`config.mk`:
```
export PLATFORM = sky130hd
export DESIGN_NAME = turbosound_mixer
export DESIGN_NICKNAME = d
export VERILOG_FILES = /design/src/rtl/turbosound_mixer.sv
export SDC_FILE = /design/constraint.sdc
export NUM_CORES = 1
export LEC_CHECK = 0
export BUFFER_PORTS_ARGS = -buffer_cell sky130_fd_sc_hd__buf_2
export CELL_PAD_IN_SITES_DETAIL_PLACEMENT = 1
export CELL_PAD_IN_SITES_GLOBAL_PLACEMENT = 1
export CORE_MARGIN = 5
export CORE_UTILIZATION = 38
export CTS_CLUSTER_DIAMETER = 50
export DETAILED_ROUTE_END_ITERATION = 10
export PLACE_DENSITY_LB_ADDON = 0.1
export SLEW_MARGIN = 5
export SYNTH_ARGS = -nofsm -noshare
export SYNTH_HDL_FRONTEND = slang
export SYNTH_SLANG_ARGS = --single-unit
```
`constraint.sdc`:
```
create_clock -name clock -period 3.4 [get_ports clock]
set_clock_uncertainty 0.05 [all_clocks]
set_input_delay 0.17 -clock clock [delete_from_list [all_inputs] [get_ports clock]]
set_output_delay 0.17 -clock clock [all_outputs]
set_load 0.02 [all_outputs]
```
`src/rtl/turbosound_mixer.sv`:
```
// turbosound_mixer
//
// Stereo mixer that follows the dual-PSG TurboSound block. On each PSG clock
// enable it snapshots the six channel levels (A/B/C of chip 1 and chip 2),
// the panning mode and the chip-2 mute. It then accumulates them one channel
// per clock into 11-bit left/right sums, and presents the result with a
// one-cycle strobe.
//
// Ports:
//   clock  in   system clock, all state changes on the rising edge
//   reset  in   synchronous, active-high
//   ce     in   sample enable (the PSG clock enable)
//   mode   in   [1:0] panning: 00 ABC, 01 ACB, 10/11 mono
//   mute2  in   1 = chip-2 channels contribute zero
//   a1..c2 in   [7:0] channel levels, unsigned
//   left   out  [10:0] mixed left sample, held between strobes
//   right  out  [10:0] mixed right sample, held between strobes
//   valid  out  one-cycle strobe, left/right were updated this cycle
//
// Handshake: there is no back-pressure. A ce pulse requests one sample. If
// the sequencer is busy, one request is remembered and the rest are dropped.
// Each completed sample produces exactly one valid cycle.
//
// The current FSM state is available as the internal signal 'state'.

module turbosound_mixer (
  input  logic        clock,
  input  logic        reset,
  input  logic        ce,
  input  logic [1:0]  mode,
  input  logic        mute2,
  input  logic [7:0]  a1,
  input  logic [7:0]  b1,
  input  logic [7:0]  c1,
  input  logic [7:0]  a2,
  input  logic [7:0]  b2,
  input  logic [7:0]  c2,
  output logic [10:0] left,
  output logic [10:0] right,
  output logic        valid
);

  typedef enum logic [2:0] {
    IDLE = 3'd0,
    S0   = 3'd1,
    S1   = 3'd2,
    S2   = 3'd3,
    S3   = 3'd4,
    S4   = 3'd5,
    S5   = 3'd6,
    DONE = 3'd7
  } state_t;

  state_t      state;
  state_t      next_state;
  logic        pending;
  logic        start;

  logic [7:0]  snap_a1, snap_b1, snap_c1, snap_a2, snap_b2, snap_c2;
  logic [1:0]  snap_mode;
  logic        snap_mute2;
  logic [10:0] acc_left;
  logic [10:0] acc_right;

  // Channel selected by the current accumulate state, with its A/B/C slot.
  logic [7:0]  cur_level;
  logic [1:0]  cur_slot;     // 0 = A, 1 = B, 2 = C
  logic        cur_chip2;
  logic        accumulating;
  logic [1:0]  w_left;
  logic [1:0]  w_right;
  logic [7:0]  eff_level;
  logic [10:0] add_left;
  logic [10:0] add_right;

  // Next-state logic. A new snapshot starts from IDLE on ce, or straight out
  // of DONE when a request is pending or arrives on that same edge.
  always_comb begin
    next_state = state;
    start      = 1'b0;
    case (state)
      IDLE: begin
        if (ce) begin
          start      = 1'b1;
          next_state = S0;
        end
      end
      S0:   next_state = S1;
      S1:   next_state = S2;
      S2:   next_state = S3;
      S3:   next_state = S4;
      S4:   next_state = S5;
      S5:   next_state = DONE;
      DONE: begin
        if (pending || ce) begin
          start      = 1'b1;
          next_state = S0;
        end else begin
          next_state = IDLE;
        end
      end
      default: next_state = IDLE;
    endcase
  end

  // Channel mux: S0..S5 walk a1, b1, c1, a2, b2, c2.
  always_comb begin
    cur_level    = 8'd0;
    cur_slot     = 2'd0;
    cur_chip2    = 1'b0;
    accumulating = 1'b1;
    case (state)
      S0: begin cur_level = snap_a1; cur_slot = 2'd0; end
      S1: begin cur_level = snap_b1; cur_slot = 2'd1; end
      S2: begin cur_level = snap_c1; cur_slot = 2'd2; end
      S3: begin cur_level = snap_a2; cur_slot = 2'd0; cur_chip2 = 1'b1; end
      S4: begin cur_level = snap_b2; cur_slot = 2'd1; cur_chip2 = 1'b1; end
      S5: begin cur_level = snap_c2; cur_slot = 2'd2; cur_chip2 = 1'b1; end
      default: accumulating = 1'b0;
    endcase
  end

  // Pan weights per slot. ACB swaps the B and C positions of ABC. Mode 11
  // is treated as mono.
  always_comb begin
    w_left  = 2'd1;
    w_right = 2'd1;
    if (snap_mode == 2'b00) begin
      case (cur_slot)
        2'd0:    begin w_left = 2'd2; w_right = 2'd0; end
        2'd1:    begin w_left = 2'd1; w_right = 2'd1; end
        default: begin w_left = 2'd0; w_right = 2'd2; end
      endcase
    end else if (snap_mode == 2'b01) begin
      case (cur_slot)
        2'd0:    begin w_left = 2'd2; w_right = 2'd0; end
        2'd1:    begin w_left = 2'd0; w_right = 2'd2; end
        default: begin w_left = 2'd1; w_right = 2'd1; end
      endcase
    end
  end

  // A muted chip 2 still spends its three cycles; it just adds zero.
  assign eff_level = (cur_chip2 && snap_mute2) ? 8'd0 : cur_level;

  always_comb begin
    add_left  = 11'd0;
    add_right = 11'd0;
    case (w_left)
      2'd1:    add_left = {3'd0, eff_level};
      2'd2:    add_left = {2'd0, eff_level, 1'b0};
      default: add_left = 11'd0;
    endcase
    case (w_right)
      2'd1:    add_right = {3'd0, eff_level};
      2'd2:    add_right = {2'd0, eff_level, 1'b0};
      default: add_right = 11'd0;
    endcase
  end

  // Worst case is 6*255 weighted to 1530, so 11 bits never overflow.
  always_ff @(posedge clock) begin
    if (reset) begin
      state      <= IDLE;
      pending    <= 1'b0;
      snap_a1    <= 8'd0;
      snap_b1    <= 8'd0;
      snap_c1    <= 8'd0;
      snap_a2    <= 8'd0;
      snap_b2    <= 8'd0;
      snap_c2    <= 8'd0;
      snap_mode  <= 2'd0;
      snap_mute2 <= 1'b0;
      acc_left   <= 11'd0;
      acc_right  <= 11'd0;
      left       <= 11'd0;
      right      <= 11'd0;
      valid      <= 1'b0;
    end else begin
      state <= next_state;
      valid <= 1'b0;

      if (start) begin
        snap_a1    <= a1;
        snap_b1    <= b1;
        snap_c1    <= c1;
        snap_a2    <= a2;
        snap_b2    <= b2;
        snap_c2    <= c2;
        snap_mode  <= mode;
        snap_mute2 <= mute2;
        acc_left   <= 11'd0;
        acc_right  <= 11'd0;
      end else if (accumulating) begin
        acc_left  <= acc_left + add_left;
        acc_right <= acc_right + add_right;
      end

      if (state == DONE) begin
        left  <= acc_left;
        right <= acc_right;
        valid <= 1'b1;
      end

      // DONE always consumes the held request (and any ce on that edge).
      // While busy, a single request is remembered.
      if (state == DONE) begin
        pending <= 1'b0;
      end else if (state != IDLE && ce) begin
        pending <= 1'b1;
      end
    end
  end

endmodule

```
==> results.toml, run 1 <==
[run_status]
status = "finished with violations"
violations = "negative setup slack"

[grt]
grt.met3_usage_pct = 2.729
grt_pass1_vias = 5098
grtUsageMet1_pct = 22.32
grt_use_total_pct = 19.47
grt_start_max_net_pins = 57
grt_antenna_before_repair = 0
grt-busiest-layer = "met2"
overflow = 0
met2_usage_pct = 35.65
grt_pass1_wl_mm = 24.85

[drt]
drt_iter0_markers = 241
drt_wl_total_mm = 15.40
ant_nets = 0
dr.pass1.iters = 5
route.detailed.drc = 0
vias = 4845
avgRoutedWirePerCell_um = 17.38
viasPerCell = 5.468

[timing]
slew_violations = 0
timing.final.crit_period_ps = 3447
grt_setup_unrepaired = "true"
worstMarginPinSlew_ps = 767.3
fin_hold_ws_ps = 3.018
worst_slack_ps = -47.08
setup_violations = 4
finalHoldViolations = 0
max_freq_mhz = 290.1
relSlewSlack_pct = 48.66
post-route-period-util_pct = 101.4

[critical_path]
critPathMaxFanout = 6
end_kind = "flip-flop"
arrival_ps = 3630
required_ps = 3580
path_class = "reg2reg"
cp-start-kind = "flip-flop"

[synthesis]
syn_area_um2 = 5044
synth_enable_flop_cells = 0
yosys.area.top_type = "dfxtp_1"
synth_fp_nets = 684
synth-seq-area-share_pct = 39.69
ys_top_cells_by_area = "dfxtp_1 40%, nand2_1 9.1%, a21oi_1 7.9%"
synth_seq_cells = 100
avgSynthCellArea_um2 = 8.323
ys_types = 52
async_flop_share_pct = 0
ys_warn_count = 0
syn_inst = 606
synth_top_area_share_pct = 39.69
synth_ff_type = "dfxtp_1"

[power_and_ir_drop]
power.leakage_nw = 2.628
power_mw = 3.040
power_density_nw_per_um2 = 475.4
irDropWorstVdd_mv = 0.1864

[placement]
place.gp.congestion = 0.8399
io_buffers = 76
hpwl_mm = 11.13

[die]
rows = 42
die_h_um = 125.2
start_util_pct = 38.39
pin_count = 77
die_w_um = 125.2
dieArea_um2 = 15680
core_um2 = 13140

[clock_tree]
cts.htree.levels = 3
cts_tree = "yes"
clkSinkCount = 100
cts_made_buffers = 9
cts_max_path_buffers = 2
cts_root_buffer = "clkbuf_16"
clk_pin_slew_ps = 70
clk_latency_ps = 350

[layout]
nets = 786
diodes = 0
layout-drive-gt1-share_pct = 27.46
final_util_pct = 48.68
syn_to_final_growth_pct = 26.79

[hold_path]
hold_class = "in2reg"

[flow_run]
maxCapViolations = 0
[area by class of cell]
| class | count | area (µm²) |
|---|---|---|
| timing repair buffer | 127 | 782.0 |
| clock inverter | 2 | 37.54 |
| clock buffer | 11 | 242.7 |
| multi-input combinational | 455 | 3045 |
| tap | 176 | 220.2 |
| inverter | 15 | 56.30 |
| fill | 1600 | 6743 |
| sequential | 100 | 2011 |
[routing by layer]
metal  up-vias  routed length [µm]
li1       2392                   -
met1      2332                6369
met2        91                8110
met3        30                 477
met4         0                 442
met5         -                   0
[placed cells by master, fill, tap and decap left out, drive strengths merged, types with 3 or more instances in the layout]
cell,instances
a21oi,80
buf,126
and3,4
o21a,7
clkbuf,11
a21o,8
nand2,122
xor2,6
nor2,25
inv,15
a22oi,16
nor3b,10
o31ai,6
a211oi,8
o21ai,16
nand3,15
mux2,6
dfxtp,100
o32a,3
a32oi,8
o32ai,3
nor3,16
nor2b,12
a211o,5
a221oi,6
a22o,23
ha,22
[critical path, cell delays in order (launching register included)]
cell      delay (ps)
dfxtp_4          370
nor2b_4          130
or2_1            240
nand2_1           90
o21ai_2           70
a211oi_2         250
buf_4            180
ha_4             220
nor3b_2          190
ha_2             210
inv_2             50
fa_2             380
nor2b_4          150
buf_6            110
o31a_1           250
o22ai_2          120
xor2_1           180
o21ai_1           90
[path summary, 6_finish.rpt]
| kind | startpoint | end | slack, ps | cells after the start |
|---|---|---|---|---|
| worst max register to register | state[2] | acc_left[6] | -50 | 17 |
| worst max-delay path | state[2] | acc_left[6] | -50 | 17 |
| worst min-delay path | c2[7] | snap_c2[7] | 3 | 3 |
| worst min register to register | snap_b1[4] | snap_b1[4] | 400 | 2 |
[report_power, final]
part           internal (mW)  switching, mW
Sequential              1.24         0.0557
Combinational          0.293          0.443
Clock                  0.579          0.427
Total                   2.11          0.926
[metrics by stage]
stage | worst slack [ps] | cells | TNS (ps) | instance area [µm²]
final | -47.08 | 886 | -144.7 | 6395
after global routing | -223.7 | 886 | -1740 | 6395
after CTS | 10.77 | 882 | 0 | 6302
after detailed placement | -142.4 | 864 | -514.3 | 5852
after global placement | -13.29 | 864 | -13.29 | 5852
after floorplan | -20.94 | 606 | -20.94 | 5086
[cells in the mapped netlist, types with 3 or more instances]
library cell  count
nand2_1         122
dfxtp_1         100
a21oi_1          80
nor2_1           24
a22o_1           23
ha_1             22
clkbuf_1         20
a22oi_1          16
nor3_1           16
nand3_1          15
inv_1            14
nor2b_1          12
buf_2            11
o21ai_1          11
a211oi_1          8
a21o_1            8
a32oi_1           8
nor3b_1           8
o21a_1            7
a221oi_1          6
mux2_2            6
o31ai_1           6
xor2_1            6
a211o_1           5
o21ai_0           5
and3_1            4
buf_1             4
o32a_1            3
[flip-flops by register name (all words and copies together) (netlist names)]
name        count
acc_left       11
acc_right      11
left           11
pending         1
right          11
snap_a1         8
snap_a2         8
snap_b1         8
snap_b2         8
snap_c1         8
snap_c2         8
snap_mode       2
snap_mute2      1
state           3
valid           1
[logic make-up after synthesis]
group | share of synthesized area, %
muxes | 1.538
and+or+nand+nor | 19.55
buffers and inverters | 4.143
xor gates and xnor gates | 1.216
AOI/OAI and AO/OA | 27.61
DFF | 39.69
adders and majority gates | 6.252
[repair_timing]
item	4_1_cts	5_1_grt
hold endpoints to repair	1	0
endpoints found under the setup margin	10	15
hold buffers	1	0
pin swaps	8	19
resized for setup	26	18
buffers inserted	4	4
No activity file was read; power rests on OpenSTA's default activity.
==> inputs of run 2 (changes only) <==
--- a/config.mk
+++ b/config.mk
@@ -13,6 +13,7 @@
 export CTS_CLUSTER_DIAMETER = 50
 export DETAILED_ROUTE_END_ITERATION = 10
 export PLACE_DENSITY_LB_ADDON = 0.1
+export SETUP_SLACK_MARGIN = 0.1
 export SLEW_MARGIN = 5
 export SYNTH_ARGS = -nofsm -noshare
 export SYNTH_HDL_FRONTEND = slang
==> run 2 against run 1 <==
Against the previous run:
- the flow still finishes with violations (negative setup slack)
- sequential power about the same
- largest power group unchanged
- power down 1.2%
- global-route usage up 0.22 points
- register-to-register slack better by 20 ps
- count of clock-buffer cells in the layout up 1
==> results.toml, run 2 (same netlist as run 1, synthesis figures left out) <==
[timing]
finalHoldViolations = 0
relSlewSlack_pct = 49.14
worst_slack_ps = -25.09
setup_violations = 1
timing.setup.tns_ps = -25.09
post-route-period-util_pct = 100.7
slew_violations = 0
timing.final.crit_period_ps = 3425
grt_setup_unrepaired = "true"
worstMarginPinSlew_ps = 761.1
max_freq_mhz = 292.0
fin_hold_ws_ps = 11.62

[power_and_ir_drop]
irDropWorstVdd_mv = 0.2305
power_mw = 3.003
power_density_nw_per_um2 = 448.9
power.leakage_nw = 2.752

[grt]
grt_antenna_before_repair = 0
grt_use_total_pct = 19.69
grt_pass1_vias = 5068
grtUsageMet1_pct = 22.25
grt.met3_usage_pct = 3.625
grt_pass1_wl_mm = 25.04
overflow = 0
grt_start_max_net_pins = 52
met2_usage_pct = 37.46
grt-busiest-layer = "met2"

[clock_tree]
clk_latency_ps = 360
cts_tree = "yes"
cts_root_buffer = "clkbuf_16"
cts_max_path_buffers = 2
cts_made_buffers = 9
cts.htree.levels = 3
clkSinkCount = 100
clk_pin_slew_ps = 60

[drt]
avgRoutedWirePerCell_um = 17.54
route.detailed.drc = 0
viasPerCell = 5.387
drt_wl_total_mm = 16.00
ant_nets = 0
drt_iter0_markers = 170
vias = 4913
dr.pass1.iters = 4

[critical_path]
critPathMaxFanout = 15
crit_chain = "buf_6, nor3b_4, nor2_1, a211oi_2, buf_4, ha_4, nand2b_4, o32ai_4, ha_1, a211o_1, buf_4, a21oi_1, nor2b_1, o31ai_1, a21oi_1"
arrival_ps = 3580
r2r_end = "acc_right[5]"
rr_worst_depth = 15
reg2reg_from = "state[2]"
rrSetupSlack_ps = -30
required_ps = 3550
max_stage_delay_ps = 370
end_kind = "flip-flop"
path_class = "reg2reg"
cp-start-kind = "flip-flop"
worst_path_max_delay_cell = "dfxtp_4"

[hold_path]
min_to = "snap_c1[3]"
hold_class = "in2reg"
hold_depth = 3
hp-start = "c1[3]"

[layout]
mostFrequentLayoutCells = "121 x nand2_1, 97 x dfxtp_1, 76 x a21oi_1, 76 x buf_2, 49 x buf_4"
syn_to_final_growth_pct = 32.65
layout-drive-gt1-share_pct = 28.94
diodes = 0
multi_input_area_um2 = 3131
stdcell_count = 912
mostFrequentLayoutCell = "nand2_1"
finalInstanceArea_um2 = 6690
fill_cells = 1590
nets = 809
final_util_pct = 50.92
register_area_um2 = 2011

[die]
core_um2 = 13140
dieArea_um2 = 15680
start_util_pct = 38.39
die_h_um = 125.2
pin_count = 77
rows = 42
die_w_um = 125.2

[placement]
io_buffers = 76
place_ws_ps = 10.59
place.gp.congestion = 0.8395
hpwl_mm = 11.50
dp_cells = 856
placed_area_um2 = 5844

[flow_run]
maxCapViolations = 0

[run_status]
violations = "negative setup slack"
status = "finished with violations"
-- run 2: cell types whose count changed in the layout (fill, tap and decap cells not counted), sizes merged --
cell and delta:
dlygate4sd3 +19, buf +3, clkinv +3, clkbuf +2, bufinv -1
-- run 2: area by class of cell --
cell class	instances	share of cell area [%]
clock buffers	12	3.535
inverters	15	0.8416
multi-input cells	455	46.79
well taps	176	3.292
clock inverters	4	0.3927
flip-flops and latches	100	30.05
repair buffers	150	15.09
-- run 2: power breakdown --
part	switching (mW)	total (mW)	internal, mW
logic	0.450	0.765	0.316
registers	0.0585	1.30	1.24
clock network	0.441	0.936	0.496
-- run 2: worst max path at each step --
stage          startpoint            end  slack [ps]
5_1_grt          state[2]   acc_right[5]        -130
3_5_place_dp     state[2]   acc_right[7]          10
2_1_floorplan    state[0]  acc_right[10]          90
3_3_place_gp     state[0]   acc_right[7]         100
4_1_cts          state[2]  acc_right[10]          50
6_report         state[2]   acc_right[5]         -30
-- run 2: worst max-delay path: cells and delay by family, from the launching register on --
| kind | cells | cell delay (ps) |
|---|---|---|
| fa+ha+maj | 2 | 510 |
| buf+inv | 3 | 480 |
| flops | 1 | 370 |
| compound gates | 6 | 1310 |
| simple gates | 4 | 540 |
-- run 2: routing by layer --
metal  part of all wire (%)  up-vias
met1                     41     2384
li1                       -     2436
met5                      0        -
met2                     54       71
met4                    1.9        0
met3                    3.1       22
-- run 2: what timing repair did --
item | in CTS | in global routing
setup buffers | 9 | 11
pin swaps | 15 | 18
endpoints found under the hold margin | 20 | 0
gates resized for setup | 26 | 23
hold buffers | 20 | 0
endpoints found under the setup margin | 13 | 14
==> inputs of run 3 (changes only) <==
--- a/config.mk
+++ b/config.mk
@@ -8,6 +8,7 @@
 export BUFFER_PORTS_ARGS = -buffer_cell sky130_fd_sc_hd__buf_2
 export CELL_PAD_IN_SITES_DETAIL_PLACEMENT = 1
 export CELL_PAD_IN_SITES_GLOBAL_PLACEMENT = 1
+export CORE_ASPECT_RATIO = 0.5
 export CORE_MARGIN = 5
 export CORE_UTILIZATION = 38
 export CTS_CLUSTER_DIAMETER = 50
==> run 3 against run 2 <==
Against the previous run:
- the flow still finishes with violations (negative setup slack)
- critical endpoint is now acc_left[8]
- critical path type unchanged
- highest routed layer unchanged
- power up 3.5%
- register-to-register slack worse by 70 ps
- setup slack worse by 67 ps
- fmax down 1.9%
- utilization up 0.25 points
- non-clock buffer count down 24
- flip-flop and latch count unchanged
- wire length down 1.2%
- worst hold slack worse by 6.3 ps
- first-iteration DRC count up 19%
- die area up 0.89%
- critical path depth up 1
==> results.toml, run 3 (same netlist as run 1, synthesis figures left out) <==
[hold_path]
hold_depth = 3
min_to = "snap_b2[7]"
hold_class = "in2reg"
hp-start = "b2[7]"

[critical_path]
end_kind = "flip-flop"
cp-start-kind = "flip-flop"
arrival_ps = 3680
reg2reg_from = "state[2]"
required_ps = 3590
rr_worst_depth = 16
critPathMaxFanout = 6
rrSetupSlack_ps = -90
path_class = "reg2reg"
r2r_end = "acc_left[8]"

[timing]
max_freq_mhz = 286.4
worstMarginPinSlew_ps = 777.4
finalHoldViolations = 0
worst_slack_ps = -92.06
setup_violations = 2
slew_violations = 0
timing.final.crit_period_ps = 3492
grt_setup_unrepaired = "true"
timing.setup.tns_ps = -100.2
post-route-period-util_pct = 102.7
relSlewSlack_pct = 48.05
fin_hold_ws_ps = 5.305

[die]
die_h_um = 91.47
pin_count = 77
start_util_pct = 39.27
core_um2 = 12840
rows = 29
die_w_um = 172.9
dieArea_um2 = 15820

[run_status]
violations = "negative setup slack"
status = "finished with violations"

[clock_tree]
clk_pin_slew_ps = 80
cts_max_path_buffers = 2
clk_latency_ps = 350
clkSinkCount = 100
cts_tree = "yes"
cts_root_buffer = "clkbuf_16"
cts.htree.levels = 3
cts_made_buffers = 9

[grt]
grt_pass1_wl_mm = 25.43
grt_start_max_net_pins = 52
grt_pass1_vias = 4894
grt_antenna_before_repair = 0
overflow = 0
grt_use_total_pct = 19.49

[layout]
diodes = 0
stdcell_count = 882
mostFrequentLayoutCells = "121 x nand2_1, 98 x dfxtp_1, 78 x a21oi_1, 76 x buf_2, 43 x buf_4"
layout-drive-gt1-share_pct = 30.62
multi_input_area_um2 = 3221
syn_to_final_growth_pct = 30.31
fill_cells = 1543
register_area_um2 = 2009
nets = 785
mostFrequentLayoutCell = "nand2_1"

[placement]
place.gp.congestion = 0.8942
hpwl_mm = 11.07
place_ws_ps = -56.93
dp_cells = 847
io_buffers = 76

[drt]
drt_iter0_markers = 203
viasPerCell = 5.432
ant_nets = 0
drt_wl_total_mm = 15.82
route.detailed.drc = 0
vias = 4791
dr.pass1.iters = 4
avgRoutedWirePerCell_um = 17.93

[power_and_ir_drop]
power_density_nw_per_um2 = 472.7
power.leakage_nw = 2.697
irDropWorstVdd_mv = 0.2637

[flow_run]
maxCapViolations = 0
[run 3: cell type report]
type | instances | area share (%)
Clock inverter | 6 | 0.8567
Tap cell | 170 | 3.236
Sequential cell | 100 | 30.57
Multi-Input combinational cell | 455 | 49.00
Inverter | 15 | 0.8567
Timing Repair Buffer | 126 | 11.84
Clock buffer | 10 | 3.636
[run 3: routing by layer]
layer	GRT usage, %	routed length, µm	vias to the layer above
met3	4.191	792	8
met2	30.73	7170	75
met1	27.81	7755	2316
li1	-	-	2392
met4	3.583	97	0
met5	0	0	-
[run 3: metrics by stage]
step           total power, mW  util, %  cell area (µm²)
6_report                 3.107    51.17             6573
5_1_grt                  3.265    51.17             6573
4_1_cts                  3.039    48.68             6252
3_5_place_dp             1.973    45.18             5803
3_3_place_gp             1.960    45.18             5803
2_1_floorplan            1.752        -             5159
[run 3: worst max path at each step]
stage / from / to / slack [ps] / cells past startpoint
6_report: state[2] / acc_left[8] / -90 / 16
5_1_grt: state[2] / acc_left[8] / -210 / 16
4_1_cts: state[2] / acc_right[7] / 20 / 14
3_5_place_dp: state[0] / acc_right[7] / -60 / 13
3_3_place_gp: state[0] / acc_right[7] / 40 / 13
2_1_floorplan: state[0] / acc_right[10] / 90 / 16
[run 3: power breakdown]
part | leakage (nW) | internal, mW | switching [mW]
Sequential | 0.815 | 1.24 | 0.0545
Clock | 0.143 | 0.533 | 0.497
Combinational | 1.74 | 0.306 | 0.475
[run 3: critical path, stage by stage (launching register included)]
cell and delay, ps:
dfxtp_4 370, nor2b_4 130, or2_1 230, nand2_1 80
o21ai_2 80, a211oi_4 260, buf_4 170, ha_4 220
buf_6 140, nor3_2 180, ha_2 320, nor2b_4 150
buf_4 130, o31a_1 300, o31ai_2 280, xor2_1 210
o21ai_1 90
[run 3: timing repair]
action	CTS	global route
hold buffers	3	0
resized for setup	20	43
hold endpoints to repair	3	0
setup buffers	4	13
pin swaps	3	30
setup endpoints to repair	13	16
